[config.mk]
export PLATFORM = sky130hd
export DESIGN_NAME = uart_rx_fsm
export DESIGN_NICKNAME = d
export VERILOG_FILES = /design/src/rtl/uart_pkg.sv /design/src/rtl/uart_rx_sampler.sv /design/src/rtl/uart_rx_fsm.sv
export SDC_FILE = /design/constraint.sdc
export NUM_CORES = 1
export LEC_CHECK = 0
export ABC_AREA = 0
export CAP_MARGIN = 20
export CORE_ASPECT_RATIO = 0.8
export CORE_MARGIN = 4
export CORE_UTILIZATION = 47
export CTS_CLUSTER_DIAMETER = 50
export DETAILED_ROUTE_END_ITERATION = 10
export PLACE_DENSITY_LB_ADDON = 0.12
export SETUP_SLACK_MARGIN = 0.05
export SLEW_MARGIN = 40
export SYNTH_ARGS = -nofsm -noshare
export SYNTH_HDL_FRONTEND = slang
export SYNTH_SLANG_ARGS = --single-unit
[constraint.sdc]
create_clock -name clk_rx -period 2 [get_ports clk_rx]
set_input_delay 0.2 -clock clk_rx [delete_from_list [all_inputs] [get_ports clk_rx]]
set_output_delay 0.2 -clock clk_rx [all_outputs]
set_load 0.1 [all_outputs]
[src/rtl/uart_pkg.sv]
// Shared types and constants for the UART receive path: FSM state encoding,
// default frame width, parity-type codes and the 2-of-3 vote helper.
package uart_pkg;

    localparam int DATA_WIDTH_DEF = 8;

    localparam logic PAR_EVEN = 1'b0;
    localparam logic PAR_ODD  = 1'b1;

    typedef enum logic [2:0] {
        ST_IDLE   = 3'b000,
        ST_START  = 3'b001,
        ST_DATA   = 3'b011,
        ST_PARITY = 3'b010,
        ST_STOP   = 3'b110,
        ST_BREAK  = 3'b100
    } rx_state_e;

    function automatic logic majority3(input logic a, input logic b, input logic c);
        return (a & b) | (a & c) | (b & c);
    endfunction

endpackage

[src/rtl/uart_rx_sampler.sv]
// Bit-time edge counter and mid-bit 3-sample majority vote for the UART receiver.
// The third sample is the live line value, so the vote resolves at edge PRESCALE/2+1.
module uart_rx_sampler
    import uart_pkg::*;
#(
    parameter int PRESCALE = 8
) (
    input  logic clk,
    input  logic rst,
    input  logic rx,
    input  logic active,
    input  logic start,
    output logic majority,
    output logic sample_done,
    output logic bit_end
);

    localparam int EW = $clog2(PRESCALE);
    localparam logic [EW-1:0] E_S0   = EW'(PRESCALE / 2 - 1);
    localparam logic [EW-1:0] E_S1   = EW'(PRESCALE / 2);
    localparam logic [EW-1:0] E_S2   = EW'(PRESCALE / 2 + 1);
    localparam logic [EW-1:0] E_LAST = EW'(PRESCALE - 1);
    localparam logic [EW-1:0] E_ONE  = EW'(1);

    logic [EW-1:0] edge_cnt;
    logic          s0;
    logic          s1;

    // Edge counter: free-runs while a frame is active; the start-detect cycle is edge 0
    always_ff @(posedge clk or posedge rst) begin
        if (rst) begin
            edge_cnt <= '0;
        end else if (active) begin
            edge_cnt <= (edge_cnt == E_LAST) ? '0 : edge_cnt + E_ONE;
        end else if (start) begin
            edge_cnt <= E_ONE;
        end else begin
            edge_cnt <= '0;
        end
    end

    // First two mid-bit samples
    always_ff @(posedge clk or posedge rst) begin
        if (rst) begin
            s0 <= 1'b0;
            s1 <= 1'b0;
        end else begin
            if (active && (edge_cnt == E_S0)) begin
                s0 <= rx;
            end
            if (active && (edge_cnt == E_S1)) begin
                s1 <= rx;
            end
        end
    end

    assign majority    = majority3(s0, s1, rx);
    assign sample_done = active && (edge_cnt == E_S2);
    assign bit_end     = active && (edge_cnt == E_LAST);

endmodule

[src/rtl/uart_rx_fsm.sv]
// UART receive controller: start detect, LSB-first deserialize, optional parity,
// stop check, registered result strobes. Define UART_RX_SYNC_EN to add a 2-flop input synchronizer.
module uart_rx_fsm
    import uart_pkg::*;
#(
    parameter int PRESCALE   = 8,
    parameter int DATA_WIDTH = DATA_WIDTH_DEF
) (
    input  logic                  clk_rx,
    input  logic                  rst_rx,
    input  logic                  rx_in_rx,
    input  logic                  par_en_rx,
    input  logic                  par_typ_rx,
    output logic [DATA_WIDTH-1:0] p_data_rx,
    output logic                  data_valid_rx,
    output logic                  par_err_rx,
    output logic                  stp_err_rx,
    output logic                  busy_rx
);

    localparam int BW = (DATA_WIDTH > 1) ? $clog2(DATA_WIDTH) : 1;
    localparam logic [BW-1:0] LAST_BIT = BW'(DATA_WIDTH - 1);
    localparam logic [BW-1:0] BIT_ONE  = BW'(1);

    rx_state_e             state_r;
    rx_state_e             state_next;
    logic [BW-1:0]         bit_cnt_r;
    logic [DATA_WIDTH-1:0] shift_r;
    logic [DATA_WIDTH-1:0] p_data_r;
    logic                  par_flag_r;
    logic                  par_en_r;
    logic                  par_typ_r;
    logic                  valid_r;
    logic                  par_err_r;
    logic                  stp_err_r;
    logic                  busy_r;

    logic rx_s;
    logic active_s;
    logic start_s;
    logic majority_s;
    logic sample_done_s;
    logic bit_end_s;
    logic valid_next;
    logic par_err_next;
    logic stp_err_next;

`ifdef UART_RX_SYNC_EN
    logic [1:0] sync_r;

    // Two-stage synchronizer, idle-high so reset does not look like a start bit
    always_ff @(posedge clk_rx or posedge rst_rx) begin
        if (rst_rx) begin
            sync_r <= 2'b11;
        end else begin
            sync_r <= {sync_r[0], rx_in_rx};
        end
    end

    assign rx_s = sync_r[1];
`else
    assign rx_s = rx_in_rx;
`endif

    assign active_s = (state_r == ST_START) || (state_r == ST_DATA) ||
                      (state_r == ST_PARITY) || (state_r == ST_STOP);
    assign start_s  = (state_r == ST_IDLE) && !rx_s;

    uart_rx_sampler #(
        .PRESCALE(PRESCALE)
    ) u_sampler (
        .clk        (clk_rx),
        .rst        (rst_rx),
        .rx         (rx_s),
        .active     (active_s),
        .start      (start_s),
        .majority   (majority_s),
        .sample_done(sample_done_s),
        .bit_end    (bit_end_s)
    );

    // State register
    always_ff @(posedge clk_rx or posedge rst_rx) begin
        if (rst_rx) begin
            state_r <= ST_IDLE;
        end else begin
            state_r <= state_next;
        end
    end

    // Next-state and strobe decode; STOP decides mid-bit so a prompt next start is not missed
    always_comb begin
        state_next   = state_r;
        valid_next   = 1'b0;
        par_err_next = 1'b0;
        stp_err_next = 1'b0;
        case (state_r)
            ST_IDLE: begin
                if (!rx_s) state_next = ST_START;
                else       state_next = ST_IDLE;
            end
            ST_START: begin
                if (sample_done_s && majority_s) state_next = ST_IDLE;
                else if (bit_end_s)              state_next = ST_DATA;
                else                             state_next = ST_START;
            end
            ST_DATA: begin
                if (bit_end_s && (bit_cnt_r == LAST_BIT)) state_next = par_en_r ? ST_PARITY : ST_STOP;
                else                                      state_next = ST_DATA;
            end
            ST_PARITY: begin
                if (bit_end_s) state_next = ST_STOP;
                else           state_next = ST_PARITY;
            end
            ST_STOP: begin
                if (sample_done_s && majority_s) begin
                    state_next   = ST_IDLE;
                    valid_next   = !par_flag_r;
                    par_err_next = par_flag_r;
                end else if (sample_done_s) begin
                    state_next   = ST_BREAK;
                    stp_err_next = 1'b1;
                    par_err_next = par_flag_r;
                end else begin
                    state_next   = ST_STOP;
                end
            end
            ST_BREAK: begin
                if (rx_s) state_next = ST_IDLE;
                else      state_next = ST_BREAK;
            end
            default: begin
                state_next = ST_IDLE;
            end
        endcase
    end

    // Datapath: frame config capture, bit counter, shifter, parity check
    always_ff @(posedge clk_rx or posedge rst_rx) begin
        if (rst_rx) begin
            bit_cnt_r  <= '0;
            shift_r    <= '0;
            par_flag_r <= 1'b0;
            par_en_r   <= 1'b0;
            par_typ_r  <= 1'b0;
        end else begin
            case (state_r)
                ST_IDLE: begin
                    if (!rx_s) begin
                        par_en_r   <= par_en_rx;
                        par_typ_r  <= par_typ_rx;
                        par_flag_r <= 1'b0;
                        bit_cnt_r  <= '0;
                    end
                end
                ST_DATA: begin
                    if (sample_done_s) begin
                        shift_r <= {majority_s, shift_r[DATA_WIDTH-1:1]};
                    end
                    if (bit_end_s && (bit_cnt_r != LAST_BIT)) begin
                        bit_cnt_r <= bit_cnt_r + BIT_ONE;
                    end
                end
                ST_PARITY: begin
                    if (sample_done_s) begin
                        par_flag_r <= majority_s != ((^shift_r) ^ par_typ_r);
                    end
                end
                default: begin
                    bit_cnt_r <= bit_cnt_r;
                end
            endcase
        end
    end

    // Registered outputs: strobes one clock after the stop decision, byte held until next good frame
    always_ff @(posedge clk_rx or posedge rst_rx) begin
        if (rst_rx) begin
            p_data_r  <= '0;
            valid_r   <= 1'b0;
            par_err_r <= 1'b0;
            stp_err_r <= 1'b0;
            busy_r    <= 1'b0;
        end else begin
            if (valid_next) begin
                p_data_r <= shift_r;
            end
            valid_r   <= valid_next;
            par_err_r <= par_err_next;
            stp_err_r <= stp_err_next;
            busy_r    <= state_next != ST_IDLE;
        end
    end

    assign p_data_rx     = p_data_r;
    assign data_valid_rx = valid_r;
    assign par_err_rx    = par_err_r;
    assign stp_err_rx    = stp_err_r;
    assign busy_rx       = busy_r;

endmodule

======== Yosys cells after proc, flatten, opt, wreduce, memory -nomap -nowiden ========
Cells that the tools add are included.
storage, ports and cells
  register bits ........................... 34
  output and inout port bits .............. 12
  bits of input ports ..................... 5
cells by class
  reduce and logical (&&, ||, !) cells .... 22
  equality and inequality tests ........... 15
  mux-type cells .......................... 27
  $add $sub $neg .......................... 2
  bitwise operators ....................... 7
operator list
  cell                   count
  $mux W3                9
  $eq A3 B3 Y1 const B   6
  $pmux W3 S6            1
  $mux W1                12
  $eq A3 B2 Y1 const B   3
  $logic_and A1 B1 Y1    8
  $reduce_xor A8 Y1      1
  $add A3 B1 Y3 const B  2
  $mux W2                3
  $pmux W3 S2            1
  $reduce_and A3 Y1      2
  $ne A2 B2 Y1 const B   2
  $reduce_and A2 Y1      2
  $reduce_bool A2 Y1     2
  $and A1 B1 Y1          3
  $eq A3 B1 Y1 const B   1
  $logic_not A3 Y1       1
  $logic_or A1 B1 Y1     3
  $ne A3 B3 Y1 const B   1
  $reduce_bool A3 Y1     1
  $logic_not A1 Y1       2
  $ne A2 B1 Y1 const B   1
  $or A1 B1 Y1           2
  $pmux W1 S2            1
  other kinds (3)        3

======== Depth between registers and ports, before layout ========
  word-level depth ........................ 9
  mapped depth ............................ 7

======== Cells and area by module ========
From an unflattened synthesis, not the netlist that was laid out.
unflattened totals
  cells, all modules ...................... 131
  area total of the unflattened synthesis .. 1607.8 um2
modules (own cells, without submodules)
  module           area an instance (um2)  cells an instance  sequential area each (um2)  instances
  uart_rx_fsm      1311.3                  106                725.7                       1
  uart_rx_sampler  296.5                   25                 125.1                       1

======== Worst setup path after synthesis ========
Ideal clock, no wire load.
  kind .................................... reg-to-reg
  start point ............................. register u_sampler.edge_cnt[0]
  end point ............................... register busy_r (netlist: busy_rx)
  buffers on the path ..................... 0
  library setup time ...................... 129 ps
  arrival time ............................ 1464 ps
  slack ................................... 408 ps
  period minus slack after synthesis ...... 1592 ps
  cell stages (with the launch flop) ...... 7
  path through ............................ dfrtp_1 -> ha_1 -> ha_1 -> and3b_1 -> a21oi_1 -> a21oi_1 -> a2111o_1
on the way
  longest elaborated chain between the ends .. 6
  elaborated cells between the ends (all ways) .. 14
RTL lines
  item                                    RTL line                                      text
  start, declared                         uart_rx_sampler.sv:25                         logic [EW-1:0] edge_cnt;
  start signal, assigned                  uart_rx_sampler.sv:34                         edge_cnt <= (edge_cnt == E_LAST) ? '0 : edge_cnt + E_ONE;
  $eq A3 B3 Y1 (on tied branches)         uart_rx_sampler.sv:58, uart_rx_sampler.sv:59
  $logic_and A1 B1 Y1 (on tied branches)  uart_rx_sampler.sv:58, uart_rx_sampler.sv:59
  $mux W2, or another cell as far along   uart_rx_fsm.sv:120                            end else if (sample_done_s) begin
  $mux W3, or another cell as far along   uart_rx_fsm.sv:116                            if (sample_done_s && majority_s) begin
  $pmux W3 S6 (*)                         uart_rx_fsm.sv:97                             case (state_r)
  $reduce_bool A3 Y1 (*)                  uart_rx_fsm.sv:191                            busy_r <= state_next != ST_IDLE;
  end signal, assigned                    uart_rx_fsm.sv:183                            busy_r <= 1'b0;
  end signal, assigned                    uart_rx_fsm.sv:191
  end, declared                           uart_rx_fsm.sv:36                             logic busy_r;
Every way passes the cells marked *; elsewhere a longest branch is shown, timed or not.
A chain may end at the register's enable or synchronous reset.

======== Worst setup path in the final report ========
Ends and elaborated chain as after synthesis.

==> impl_metrics.ini <==
[synth]
synth.yosys.seq_area_share_pct = 53.3
yosysUniqueCellTypes = 30
synth-seq-cells = 34
syn_nets = 139
yosysWarnings = 0
synthesis.area_sq_um = 1600
syn_area_per_cell_sq_um = 12.6
synthCells = 127

[global_routing]
grt_overflow_total = 0
grt_max_degree = 35
grt_antenna_before_repair = 0
grt_pass1_vias = 984
gr-usage-all-layers_pct = 13.6
grt_pass1_wl_mm = 4.40

[run_status]
outcome = completed

[worst_setup_path]
cp_max_fo = 4
max_stage_delay_ns = 0.42
worstSetupPathType = register to register
crit_path_cell_trace = ha_1, ha_1, and3b_1, a21oi_1, a21oi_1, a2111o_1
path_buf_inv = 0
worstPathRequired_ns = 2.16
cpMaxStageDelayCell = dfrtp_1
cp-end-kind = register
cpLargestDelayFamily = compound AO/OA/AOI/OAI gates
path_depth = 6
arrival_ns = 1.90
rr_worst_depth = 6
start_kind = register

[place]
io_buffers = 16
place_ws_ns = 0.100
gp_congestion = 0.830
dp_hpwl_mm = 1.84

[sta]
layout_min_cycle_time_ns = 1.74
fmaxAchievable_ghz = 0.574
worst_clock_skew_ns = 0.00546
maxSlewViolCount = 0
worst_slew_pin_slew_ns = 0.420
hold_ws_ns = 0.309
hold_violations = 0
tns_ns = 0
rsz0062_at_grt = no
setup_viol = 0
period_share_pct = 87.1
setup_slack_ns = 0.258
slew_headroom_pct = 72.0

[cts]
ctsHtreeMaxLevel = 2
clk_path_buf_depth = 2
cts.clk_slew.worst_paths_ns = 0.07
ctsHoldBuffers = 0
cts-root-buf = clkbuf_8
worstSkewPairLatency_ns = 0.28
numCtsBuffers = 5
cts_sinks = 34
cts_tree = built
postCtsSetupBuffers = 0
ctsResizeCount = 0

[layout]
fillers = 263
diodes = 0
nets = 158
drive_gt1_share_pct = 30.6
multiInputGateArea_sq_um = 703
area_delta_synth_final_pct = 16.0
regArea_sq_um = 851

[floorplan]
dieWidth_microns = 73.2
dieArea_sq_um = 4400
dieHeight_microns = 60.1
start_util_pct = 50.3
rows = 18
core_sq_um = 3180
io-pin-count = 17

[detailed_routing]
drt-total-wl_mm = 2.56
dr.pass1.iters = 4
wl_per_cell_microns = 13.7
viasPerCell = 5.18
dr.first_iter.drc_count = 25
drc = 0
ant_nets = 0
vias = 968

[min_path]
hold_class = input pin to async pin

[pwr]
switching_share_pct = 32.9
power_frac_seq_pct = 43.4
ir_worst_vdd_mv = 0.496
p_int_uw = 1660
clockPowerShare_pct = 20.5
power_switching_uw = 812
p_per_area_nw_per_um2 = 1330
p_leak_uw = 0.000913
pwr-share-comb_pct = 36.1

[flow_run]
max_cap_viol_count = 0
-- cell type report --
class | instances | area share [%]
well taps | 40 | 2.70
multi-input cells | 83 | 38.0
flip-flops and latches | 34 | 45.9
repair buffers | 17 | 7.43
inverters | 5 | 1.01
clock inverters | 1 | 0.270
clock buffers | 7 | 4.66
-- cell usage after synthesis (all sizes together) --
cell / number / area [sq um]
a32o: 2 / 20.0
a21o: 3 / 23.8
nand3b: 1 / 11.3
and2: 4 / 25.0
nand2: 11 / 41.3
o21bai: 1 / 7.51
nor4: 1 / 6.26
buf: 4 / 20.0
maj3: 1 / 13.8
xnor2: 7 / 68.8
dfrtp: 34 / 851
nor2: 4 / 15.0
nor2b: 3 / 18.8
inv: 5 / 18.8
mux2: 20 / 225
and3b: 2 / 17.5
and3: 1 / 6.26
nand3: 2 / 10.0
a2111o: 1 / 11.3
ha: 7 / 87.6
o21ai: 4 / 20.0
a21oi: 3 / 15.0
mux2i: 1 / 10.0
clkbuf: 1 / 3.75
a311oi: 1 / 8.76
o31ai: 1 / 7.51
xnor3: 1 / 22.5
nor3: 1 / 10.0
-- per-layer routing --
layer	global-route usage, %	vias to the layer above	wire length (microns)
li1	-	475	-
met1	17.8	469	1240
met2	20.6	24	1180
met3	5.21	0	136
met4	4.74	0	0
met5	0	-	0
-- cells by family (layout without fill, tap and decap cells) --
| group | after synthesis | after routing | synth area share, % |
|---|---|---|---|
| compound gates | 16 | 16 | 7.13 |
| xor+xnor | 8 | 8 | 5.72 |
| fa+ha+maj | 8 | 8 | 6.35 |
| buf+inv | 10 | 30 | 2.66 |
| flops | 34 | 34 | 53.3 |
| mux | 21 | 21 | 14.7 |
| simple gates | 30 | 30 | 10.1 |
-- through the flow --
stage,power [uW],util (%),area [sq um],instances
2_1_floorplan,1810,-,1600,127
3_5_place_dp,1990,55.4,1760,179
4_1_cts,2510,58.3,1850,187
5_1_grt,2660,58.3,1850,187
6_report,2470,58.3,1850,187
3_3_place_gp,1940,55.4,1760,179
-- worst min-delay path: cells and delay by family --
family	cells	cell delay [ns]
buffers and inverters	3	0.80
-- flip-flops by register name (all words and copies together) (netlist names) --
name and flops:
bit_cnt_r 3, busy_rx 1, data_valid_rx 1, p_data_rx 8
par_en_r 1, par_err_rx 1, par_flag_r 1, par_typ_r 1
shift_r 8, state_r 3, stp_err_rx 1, u_sampler.edge_cnt 3
u_sampler.s0 1, u_sampler.s1 1
-- placed cells by master, fill, tap and decap left out --
master / count
clkbuf_8: 6
clkbuf_1: 1
and2_1: 4
mux2_2: 20
and3b_1: 2
a21o_1: 2
o31ai_1: 1
nor3_2: 1
mux2i_1: 1
nor2b_1: 3
nor4_1: 1
nor2_1: 4
xnor2_1: 6
buf_4: 13
dfrtp_1: 34
and3_1: 1
o21ai_0: 4
a21oi_1: 3
clkdlybuf4s50_1: 4
maj3_4: 1
clkinv_2: 1
a32o_1: 2
inv_1: 5
nand3_1: 2
ha_1: 7
o21bai_1: 1
a311oi_1: 1
nand3b_2: 1
xnor2_2: 1
a21o_2: 1
a2111o_1: 1
nand2_1: 11
xnor3_1: 1
-- power groups by stage --
stage / clock network, uW / registers (uW) / logic [uW]
global placement: 0 / 1080 / 867
detailed placement: 0 / 1090 / 900
CTS: 532 / 1070 / 905
global route: 565 / 1100 / 993
finish: 506 / 1070 / 890
floorplan: 0 / 1040 / 774
-- worst paths after layout --
check | startpoint | endpoint | slack, ns
worst max-delay path | u_sampler.edge_cnt[0] | busy_rx | 0.26
worst min-delay path | rst_rx | p_data_rx[3] | 0.31
worst max register to register | u_sampler.edge_cnt[0] | busy_rx | 0.26
worst min register to register | bit_cnt_r[0] | bit_cnt_r[0] | 0.49
max in group asynchronous | rst_rx | shift_r[0] | 1.39
min in group clk_rx | bit_cnt_r[0] | bit_cnt_r[0] | 0.49
(Power assumes the default switching activity.)
